### src/rtl/irq_encoder8b3_pkg.sv
// Shared constants and types for the 8-to-3 request encoder.
package irq_enc_pkg;

    localparam int NUM_REQ = 8;
    localparam int IDX_W   = 3;

    typedef enum logic [0:0] {
        IDLE = 1'b0,
        HOLD = 1'b1
    } state_t;

endpackage : irq_enc_pkg

### src/rtl/irq_encoder8b3_if.sv
// Request/grant bus between request sources, the encoder and its consumer.
interface irq_encoder8b3_if;

    logic [irq_enc_pkg::NUM_REQ-1:0] req;
    logic [irq_enc_pkg::NUM_REQ-1:0] mask;
    logic [irq_enc_pkg::NUM_REQ-1:0] pending;
    logic [irq_enc_pkg::IDX_W-1:0]   out_idx;
    logic                            out_valid;
    logic                            out_ack;

    modport master (
        output req, mask, out_ack,
        input  out_idx, out_valid, pending
    );

    modport slave (
        input  req, mask, out_ack,
        output out_idx, out_valid, pending
    );

endinterface : irq_encoder8b3_if

### src/rtl/irq_encoder8b3_pri_enc8.sv
// Rotating priority encoder: first set bit of vec scanning start, start+1, ... wrapping.
module pri_enc8
    import irq_enc_pkg::*;
(
    input  logic [NUM_REQ-1:0] vec,
    input  logic [IDX_W-1:0]   start,
    output logic [IDX_W-1:0]   idx,
    output logic               found
);

    logic [2*NUM_REQ-1:0] dbl_s;
    logic [NUM_REQ-1:0]   rot_s;
    logic [IDX_W-1:0]     off_s;

    // Rotate so that bit 'start' lands at position 0, then take the lowest set bit.
    always_comb begin
        dbl_s = {vec, vec} >> start;
        rot_s = dbl_s[NUM_REQ-1:0];
        off_s = 3'd0;
        found = 1'b0;
        for (int k = NUM_REQ - 1; k >= 0; k--) begin
            if (rot_s[k]) begin
                off_s = 3'(k);
                found = 1'b1;
            end else begin
                off_s = off_s;
                found = found;
            end
        end
        idx = start + off_s;
    end

endmodule : pri_enc8

### src/rtl/irq_encoder8b3.sv
// Registered 8-to-3 request encoder with sticky pending set and valid/ack grant handshake.
module irq_encoder8b3
    import irq_enc_pkg::*;
#(
    parameter bit ROUND_ROBIN = 1'b0
)(
    input  logic              clk,
    input  logic              rst_n,
    irq_encoder8b3_if.slave   bus
);

    state_t               state_r, state_nxt_s;
    logic [NUM_REQ-1:0]   pending_r, pending_nxt_s;
    logic [NUM_REQ-1:0]   cand_s, clr_s;
    logic [IDX_W-1:0]     out_idx_r, out_idx_nxt_s;
    logic [IDX_W-1:0]     ptr_r, ptr_nxt_s;
    logic [IDX_W-1:0]     start_s, sel_idx_s;
    logic                 out_valid_r, out_valid_nxt_s;
    logic                 found_s;

    // Candidate set and scan start; fixed priority always scans from index 0.
    always_comb begin
        cand_s = (pending_r | bus.req) & bus.mask;
        if (ROUND_ROBIN) begin
            start_s = ptr_r;
        end else begin
            start_s = 3'd0;
        end
    end

    pri_enc8 u_pri (
        .vec   (cand_s),
        .start (start_s),
        .idx   (sel_idx_s),
        .found (found_s)
    );

    // Pending update: acked bit is cleared, but a fresh request on the same edge re-sets it.
    always_comb begin
        if (out_valid_r && bus.out_ack) begin
            clr_s = 8'b0000_0001 << out_idx_r;
        end else begin
            clr_s = 8'h00;
        end
        pending_nxt_s = (pending_r & ~clr_s) | bus.req;
    end

    // Grant FSM: the grant is frozen in HOLD until acknowledged.
    always_comb begin
        state_nxt_s     = state_r;
        out_idx_nxt_s   = out_idx_r;
        out_valid_nxt_s = out_valid_r;
        ptr_nxt_s       = ptr_r;
        case (state_r)
            IDLE: begin
                if (found_s) begin
                    out_idx_nxt_s   = sel_idx_s;
                    out_valid_nxt_s = 1'b1;
                    ptr_nxt_s       = sel_idx_s + 3'd1;
                    state_nxt_s     = HOLD;
                end else begin
                    out_valid_nxt_s = 1'b0;
                end
            end
            HOLD: begin
                if (bus.out_ack) begin
                    out_valid_nxt_s = 1'b0;
                    state_nxt_s     = IDLE;
                end else begin
                    out_valid_nxt_s = 1'b1;
                end
            end
            default: begin
                out_valid_nxt_s = 1'b0;
                state_nxt_s     = IDLE;
            end
        endcase
    end

    // State, grant and pending registers.
    always_ff @(posedge clk or negedge rst_n) begin
        if (!rst_n) begin
            state_r     <= IDLE;
            pending_r   <= 8'h00;
            out_idx_r   <= 3'd0;
            out_valid_r <= 1'b0;
            ptr_r       <= 3'd0;
        end else begin
            state_r     <= state_nxt_s;
            pending_r   <= pending_nxt_s;
            out_idx_r   <= out_idx_nxt_s;
            out_valid_r <= out_valid_nxt_s;
            ptr_r       <= ptr_nxt_s;
        end
    end

    assign bus.pending   = pending_r;
    assign bus.out_idx   = out_idx_r;
    assign bus.out_valid = out_valid_r;

endmodule : irq_encoder8b3

### src/flat_wrapper.sv
// flat-port wrapper written by rule: the top's interface ports become plain ports
module irq_encoder8b3_flat import irq_enc_pkg::*;
#(
    parameter bit ROUND_ROBIN = 1'b0
)
  (clk, rst_n, bus_req, bus_mask, bus_out_ack, bus_out_idx, bus_out_valid, bus_pending);
  irq_encoder8b3_if bus_i ();
  input  logic clk;
  input  logic rst_n;
  input wire logic [$bits(bus_i.req)-1:0] bus_req;
  input wire logic [$bits(bus_i.mask)-1:0] bus_mask;
  input wire logic [$bits(bus_i.out_ack)-1:0] bus_out_ack;
  output wire logic [$bits(bus_i.out_idx)-1:0] bus_out_idx;
  output wire logic [$bits(bus_i.out_valid)-1:0] bus_out_valid;
  output wire logic [$bits(bus_i.pending)-1:0] bus_pending;
  assign bus_i.req = bus_req;
  assign bus_i.mask = bus_mask;
  assign bus_i.out_ack = bus_out_ack;
  assign bus_out_idx = bus_i.out_idx;
  assign bus_out_valid = bus_i.out_valid;
  assign bus_pending = bus_i.pending;
  irq_encoder8b3 #(.ROUND_ROBIN(ROUND_ROBIN)) u_core (.clk(clk), .rst_n(rst_n), .bus(bus_i));
endmodule
### config.mk
export PLATFORM = sky130hd
export DESIGN_NAME = irq_encoder8b3_flat
export DESIGN_NICKNAME = d
export VERILOG_FILES = /design/src/rtl/irq_encoder8b3_pkg.sv /design/src/rtl/irq_encoder8b3_if.sv /design/src/rtl/irq_encoder8b3_pri_enc8.sv /design/src/rtl/irq_encoder8b3.sv /design/src/flat_wrapper.sv
export SDC_FILE = /design/constraint.sdc
export NUM_CORES = 1
export LEC_CHECK = 0
export ABC_CLOCK_PERIOD_IN_PS = 1700
export BUFFER_PORTS_ARGS = -buffer_cell sky130_fd_sc_hd__buf_2
export CORE_MARGIN = 2
export CORE_UTILIZATION = 42
export DETAILED_ROUTE_END_ITERATION = 16
export GPL_ROUTABILITY_DRIVEN = 0
export PLACE_DENSITY_LB_ADDON = 0.2
export SLEW_MARGIN = 20
export SYNTH_ARGS = -nofsm -noshare
export SYNTH_HDL_FRONTEND = slang
export SYNTH_SLANG_ARGS = --single-unit
### constraint.sdc
create_clock -name clk -period 1.7 [get_ports clk]
set_input_delay 0.255 -clock clk [delete_from_list [all_inputs] [get_ports clk]]
set_output_delay 0.255 -clock clk [all_outputs]
set_load 0.1 [all_outputs]
== Word level (Yosys, flattened, before mapping) ==
Index checks and enable logic that the tools add are counted.
Storage, ports and cells
  flip-flop bits (word level): 12
  input port bits: 19
Cells by class
  shift-type cells: 1
  multiplexer cells: 20
  bitwise operators: 6
  reductions and logical operators: 2
Operators with widths (number)
  3-bit 2-to-1 mux: 8
  8-bit AND: 2
  8-bit bitwise OR: 2
  1-bit 2-to-1 mux: 10
  8-bit 2-to-1 mux: 1
  8-bit NOT: 1
  1-bit by 3-bit left shift with 8-bit output, first input constant: 1
  1-bit case mux with 2 select lines: 1
  2-bit AND reduction: 1
  1-bit logical AND: 1
  1-bit NOT: 1

== Logic depth before layout (Yosys ltp) ==
Gate-level depths: netlist (run 1).
  depth in word-level cells: 12
  gate-level depth with buffers: 4
  depth with buffers taken out: 4

== Hierarchy ==
A second synthesis (run 1) with hierarchy kept.
Unflattened totals
  cells, all modules: 126
  area, all modules: 1244.9 um2
By module, submodules not included
  pri_enc8: instances 1, cells each 71, area an instance 651.9 um2, seq. area each 0.0 um2
  irq_encoder8b3: instances 1, cells each 55, area an instance 593.1 um2, seq. area each 300.3 um2

== Worst setup path before layout (run 1) ==
Ideal clock, no wire load.
  path kind: reg2reg
  start point: register u_core.pending_r[0] (netlist: u_core.bus.pending[0])
  end point: register u_core.out_idx_r[0] (netlist: u_core.bus.out_idx[0])
  arrival time: 1.759 ns
  setup slack: -0.186 ns
  stages on the path, launching flop included: 5
  path buffers: 0
  cell sequence: dfrtp_1 > o21ai_1 > nor2b_1 > a41o_1 > mux2_2
Between the ends
  word-level cells in the longest chain between the ends: 4
  elaborated cells on any way between the ends: 5
  those cells by class: 2 x mux; 2 x bitwise; 1 x reduce/logical
RTL lines
  from (decl): line irq_encoder8b3.sv:13  | logic [NUM_REQ-1:0] pending_r, pending_nxt_s;
  from (signal assigned): line irq_encoder8b3.sv:90  | pending_r <= pending_nxt_s;
  8-bit bitwise OR (*): line irq_encoder8b3.sv:23  | cand_s = (pending_r | bus.req) & bus.mask;
  8-bit AND (*): line irq_encoder8b3.sv:23
  1-bit 2-to-1 mux: line irq_encoder8b3_pri_enc8.sv:22  | if (rot_s[k]) begin
  2-bit AND reduction (no line)
  to (signal assigned): line irq_encoder8b3.sv:91  | out_idx_r <= out_idx_nxt_s;
  to (decl): line irq_encoder8b3.sv:15  | logic [IDX_W-1:0] out_idx_r, out_idx_nxt_s;
Every way passes the cells marked *; elsewhere a longest branch is shown, timed or not.
A chain may end at the register's enable or synchronous reset.

== Worst setup path after layout (run 1) ==
  start point: register u_core.out_idx_r[0] (netlist: u_core.bus.out_idx[0])
  end point: output port bus_out_idx[0]
RTL lines
  to (decl): line flat_wrapper.sv:13  | output wire logic [$bits(bus_i.out_idx)-1:0] bus_out_idx;
No word-level cell between the ends.

==> impl_results.md, run 1 <==
- Drt drc: 0
- Req. time, crit path: 1440 ps
- Final net count: ~110
- #FFs+latches synth: 12
- Max FO, Critical Path: 7
- CTS H-tree lvls: 1
- Period minus WS final: roughly 1500 ps
- Clock sinks: 12
- Worst-Skew Late Latency: 270 ps
- Area delta synth->final: 35.67%
- Count leader, synth: dfrtp_1
- Clock network fraction of design power: 12.2%
- Register area share after synthesis: 49.48%
- Syn nets: between 70 and 80
- WP data arrival: 1200 ps
- Number of synthesized flops with an enable pin: 0
- Comb power frac: 57.1%
- Number of global-route vias before repair: 533
- First-pass GRT wire length: about 2.3 mm
- Clock Tree Buf Depth: 2
- P_sw: 869.1 uW
- Unrepaired setup endpoints after global routing: false
- Die width: ~42 um
- Root buffer cell: clkbuf_4
- Top Ports: 31
- Reg power frac: 30.7%
- Total power: 1.491 mW
- Slowest stage delay, CP: between 400 and 500 ps
- FFs w/ async S/R, synth: 100.0%
- Post-DRT Antenna Nets: 0
- Initial Util: 46.06%
- Area of the mapped netlist: 606.8 sq um
- VDD IR max: 0.001293 V
- Synth top area cells: dfrtp_1 (49%), nand2b_1 (11%), o21ai_0 (5.8%)
- Slowest cell on crit path: dfrtp_1
- Max_cap viols: 0
- Worst-margin pin slew: 486.1 ps
- Critical-path cell list: buf_2
- Finish-stage setup viols: 0
- TritonCTS clock tree: built
- Power per cell area: 1811 nW/um^2
- Synth unique cells: 21
- Initial DRT Pass Iterations: 4
- Chip height: 42.01 um
- Post-CTS setup repair buffer count: 0
- # diodes: 0
- Relative slew margins: just under 70%
- WL per Instance: 13.04 um
- CP Class: reg -> out
- Global Route Usage Sum: 16.92%
- Int Pwr: approximately 620 uW
- Via count: ~600
- Mean Syn Cell Area: roughly 10 sq um
- TritonCTS Buffers: 3
- Hold Path Stages: 2
- Area leader, netlist: dfrtp_1
- Max-slew violations: 0
- Syn. warnings: 0
- Cells after Synth: 59
- Hold Violations, Final: 0
- Critical path startpoint category: register
- Ys flop type: dfrtp_1
- Worst setup EP type: primary output
- Via-per-instance ratio: 5.413
- Reg2reg path depth: 4
- Initial antenna violation count: 0
- Worst-path clk slew: 80 ps
- Port buffer count: 30
- Final setup TNS: 0 ps
- Synth cell count leaders: dfrtp_1 (12), nand2b_1 (11), o21ai_0 (7)
- Largest net degree at the start of global routing: 13
- Critical path depth in cells: 1
- Total grt overflow: 0
- Fin crit share: around 86%
- Initial DRC Count: 2
- Sw frac: 58.30%
- Core ar.: between 1000 and 1500 sq um
- Routed Wire Length: 1.421 mm
- Worst Hold Class: in -> reg
- FP Rows: 13
- Detailed placement HPWL: around 1.1 mm
- Run status: completed
- Leak: 0.3312 nW
- Synth top area share: 49.48%
- Area of the die: between 1500 and 2000 sq um
- Worst path bufs/invs: 1
- Setup Skew: around 8.7 ps
- Share of layout cells above drive strength 1: 48.94%
- Max Freq: 685.3 MHz
- CP delay by family, top: flip-flops
-- metrics by stage --
step	hold WS, ps	setup slack [ps]	area, sq um	util [%]	std cells
6_report	192.6	240.7	823.3	62.49	109
5_1_grt	190.4	176.0	823.3	62.49	109
4_1_cts	189.4	232.8	823.3	62.49	109
3_5_place_dp	153.2	252.1	787.0	59.73	104
3_3_place_gp	150.1	283.0	787.0	59.73	104
2_1_floorplan	-40.59	82.56	618.1	-	59
-- metal layers --
metal	up-vias	track usage, %	routed length (um)
met1	275	22.04	633
met2	18	29.38	702
met5	-	0	0
li1	297	-	-
met3	0	4.310	85
met4	0	1.875	0
-- power groups by stage --
stage / clock, mW / sequential [mW] / combinational (mW)
finish: 0.182 / 0.458 / 0.851
global route: 0.205 / 0.472 / 0.895
CTS: 0.190 / 0.458 / 0.857
detailed placement: 0 / 0.465 / 0.851
global placement: 0 / 0.463 / 0.849
floorplan: 0 / 0.974 / 0.176
-- sequential cells by signal (all words and copies together) (netlist names) --
signal	cells
u_core.bus.out_idx	3
u_core.bus.pending	8
u_core.state_r	1
-- worst paths after layout --
kind / start / end / slack, ps
setup / recovery: u_core.bus.out_idx[0] / bus_out_idx[0] / 240
hold / removal: bus_req[1] / u_core.bus.pending[1] / 190
setup reg to reg: u_core.bus.pending[0] / u_core.bus.out_idx[0] / 240
hold reg to reg: u_core.bus.pending[4] / u_core.bus.pending[4] / 530
max in group asynchronous: rst_n / u_core.bus.pending[3] / 1060
min in group asynchronous: rst_n / u_core.bus.pending[5] / 390
-- cell usage in the layout (no fill, tap or decap), types with 3 or more instances in the layout --
master,count
dfrtp_2,9
nand2_1,3
clkbuf_4,3
o21ai_0,7
dfrtp_1,3
o21ai_1,6
buf_2,30
nand2b_1,11
-- cells by family (layout without fill, tap and decap cells) --
| kind of cell | Yosys count | after routing | share of synthesized area, % |
|---|---|---|---|
| buf+inv | 1 | 36 | 0.6180 |
| simple gates | 19 | 19 | 18.35 |
| compound gates | 26 | 26 | 29.69 |
| mux | 1 | 1 | 1.856 |
| flops | 12 | 12 | 49.48 |
-- final cells by class --
| cell class | instances | area [sq um] |
|---|---|---|
| repair buffers | 31 | 160.2 |
| clock buffers | 4 | 26.28 |
| flip-flops and latches | 12 | 311.5 |
| well taps | 15 | 18.77 |
| fillers | 120 | 494.2 |
| inverters | 1 | 3.754 |
| multi-input cells | 46 | 302.8 |
-- what timing repair did --
action                    4_1_cts  5_1_grt
hold endpoints to repair       12        0
gates resized for setup         0        0
hold buffers                    1        0
Power figures use the tool's default switching activity.
==> run 2, diff against run 1 <==
PLACE_DENSITY = 0.79   (was not set)
PLACE_DENSITY_LB_ADDON = not set   (was 0.2)
==> run 2 against run 1 <==
Final cell count is the same. Critical path type is now reg -> reg. Final area is the same. Largest power group unchanged. Critical path depth increased by 3. Die area did not move. Highest routed layer is now met4.
==> impl_results.md, run 2 (synthesis results as in run 1) <==
- Initial Util: 46.06% (unchanged)
- CP dominant cell by count: o21ai_1
- Comb power frac: 57.1% (about the same)
- Clock Tree Buf Depth: 2 (unchanged)
- Wire length on met2: 712 um (+1.4%)
- Most frequent cells in the layout: buf_2 (30), nand2b_1 (11), dfrtp_2 (9)
- Port buffer count: 30 (unchanged)
- Setup Skew: 7.360 ps (-1.358 ps)
- Req. time, crit path: 1850 ps (+410 ps)
- Critical-path cell list: o21ai_1 > nand4_1 > o21ai_1 > mux2_2
- Highest routed metal layer: met4
- Worst setup EP type: register
- Run status: completed
- Final setup TNS: 0 ps (unchanged)
- Number of global-route vias before repair: 580 (+8.8%)
- Unrepaired setup endpoints after global routing: false
- Chip height: 42.01 um (unchanged)
- Setup WS pre-CTS: 230.6 ps (-21.56 ps)
- Worst Hold Class: in -> reg
- Post-CTS setup repair buffer count: 0 (unchanged)
- TritonCTS Buffers: 3 (unchanged)
- CP Class: reg -> reg
- Reg2reg setup slack: 180 ps (-60 ps)
- Post-DRT Antenna Nets: 0 (unchanged)
- Metal3 WL: 120 um (+41%)
- Sw frac: 58.57% (+0.28 points)
- Max_cap viols: 0 (unchanged)
- Final net count: 114 (unchanged)
- Total grt overflow: 0 (unchanged)
- Commonest non-fill, non-tap cell in the layout: buf_2
- Worst setup margin: 178.7 ps (-62.06 ps)
- Final Instance Count excl. Fillers: 109 (unchanged)
- Area delta synth->final: 35.67% (unchanged)
- Total power: 1.502 mW (+0.78%)
- TritonCTS clock tree: built
- Slowest cell on crit path: dfrtp_2
- WP data arrival: 1670 ps (+470 ps)
- Power per cell area: 1825 nW/um^2 (+0.78%)
- Worst-Skew Late Latency: 270 ps (about the same)
- First-pass GRT wire length: 2.525 mm (+9.6%)
- VDD IR max: 0.001114 V (-14%)
- Max Freq: 657.3 MHz (-4.1%)
- # diodes: 0 (unchanged)
- Via-per-instance ratio: 5.661 (+4.6%)
- Worst path bufs/invs: 0 (-1)
- Finish-stage setup viols: 0 (unchanged)
- Root buffer cell: clkbuf_4
- Max-slew violations: 0 (unchanged)
- Share of layout cells above drive strength 1: 48.94% (unchanged)
- P_sw: 880.0 uW (+1.3%)
- WL per Instance: 13.74 um (+5.4%)
- Clock network fraction of design power: 12.3% (about the same)
- Int Pwr: 622.4 uW (+0.11%)
- Max FO, Critical Path: 4 (-3)
- Relative slew margins: 67.66% (-0.15 points)
- Initial antenna violation count: 0 (unchanged)
- Final instance area: 823.3 sq um (unchanged)
- Clock sinks: 12 (unchanged)
- Leak: 0.3312 nW (unchanged)
- Core ar.: 1318 sq um (unchanged)
- Hold Slack: 192.4 ps (-0.2030 ps)
- Initial DRT Pass Iterations: 4 (unchanged)
- FP Rows: 13 (unchanged)
- Routed Wire Length: 1.498 mm (+5.4%)
- Worst-margin pin slew: 488.4 ps (+2.307 ps)
- Hold Violations, Final: 0 (unchanged)
- Largest register FFs: 8 (unchanged)
- Worst-path clk slew: 80 ps (about the same)
- Period minus WS final: 1521 ps (+62.06 ps)
- CP delay by family, top: compound AO/OA/AOI/OAI gates
- Via count: 617 (+4.6%)
- Reg power frac: 30.6% (about the same)
- CTS H-tree lvls: 1 (unchanged)
- Drt drc: 0 (unchanged)
- Layout Utilization: 62.49% (unchanged)
- Slowest stage delay, CP: 420 ps (-50 ps)
- Initial DRC Count: 21 (+19)
- Die width: 42.01 um (unchanged)
- Area of the die: 1765 sq um (unchanged)
- Post_cts resized: 0 (unchanged)
- Largest net degree at the start of global routing: 13 (unchanged)
- Post-Place Cell Area: 787.0 sq um (unchanged)
- Fin crit share: 89.49% (+3.7 points)
- Detailed placement HPWL: 1.151 mm (+1.8%)
- Global Route Usage Sum: 18.66% (+1.7 points)
- Top Ports: 31 (unchanged)
- Critical path startpoint category: register
- DP Cell Count: 104 (unchanged)
- Routed metal-1 wire length: 641 um (+1.3%)
## run 2: cell counts in the layout (fill, tap and decap cells not counted)
No cell type changed its count.
## run 2: power by group through the flow
stage / registers [mW] / logic, mW / clock network, mW
2_1_floorplan: 0.974 / 0.176 / 0
3_3_place_gp: 0.462 / 0.851 / 0
3_5_place_dp: 0.464 / 0.854 / 0
4_1_cts: 0.458 / 0.860 / 0.189
5_1_grt: 0.473 / 0.894 / 0.206
6_report: 0.460 / 0.858 / 0.184
## run 2: timing repair
item	4_1_cts	5_1_grt
hold buffers	1	0
setup endpoints to repair	0	0
hold endpoints to repair	12	0
## run 2: area by class of cell
class | count | area [sq um]
Sequential cell | 12 | 311.5
Clock buffer | 4 | 26.28
Multi-Input combinational cell | 46 | 302.8
Timing Repair Buffer | 31 | 160.2
Tap cell | 15 | 18.77
Inverter | 1 | 3.754
Fill cell | 118 | 494.2
## run 2: per-layer routing
layer | vias to the layer above | track usage [%]
li1 | 294 | -
met1 | 288 | 24.86
met2 | 30 | 27.81
met3 | 5 | 6.466
met4 | 0 | 7.500
met5 | - | 0
## run 2: path summary, 6_finish.rpt
path                                       startpoint  depth (start not counted)                    end
max in group asynchronous                       rst_n                          2         u_core.state_r
worst min-delay path                       bus_req[4]                          2  u_core.bus.pending[4]
min in group asynchronous                       rst_n                          2  u_core.bus.pending[5]
worst min register to register  u_core.bus.pending[0]                          2  u_core.bus.pending[0]
worst max register to register  u_core.bus.pending[0]                          4  u_core.bus.out_idx[0]
worst max-delay path            u_core.bus.pending[0]                          4  u_core.bus.out_idx[0]
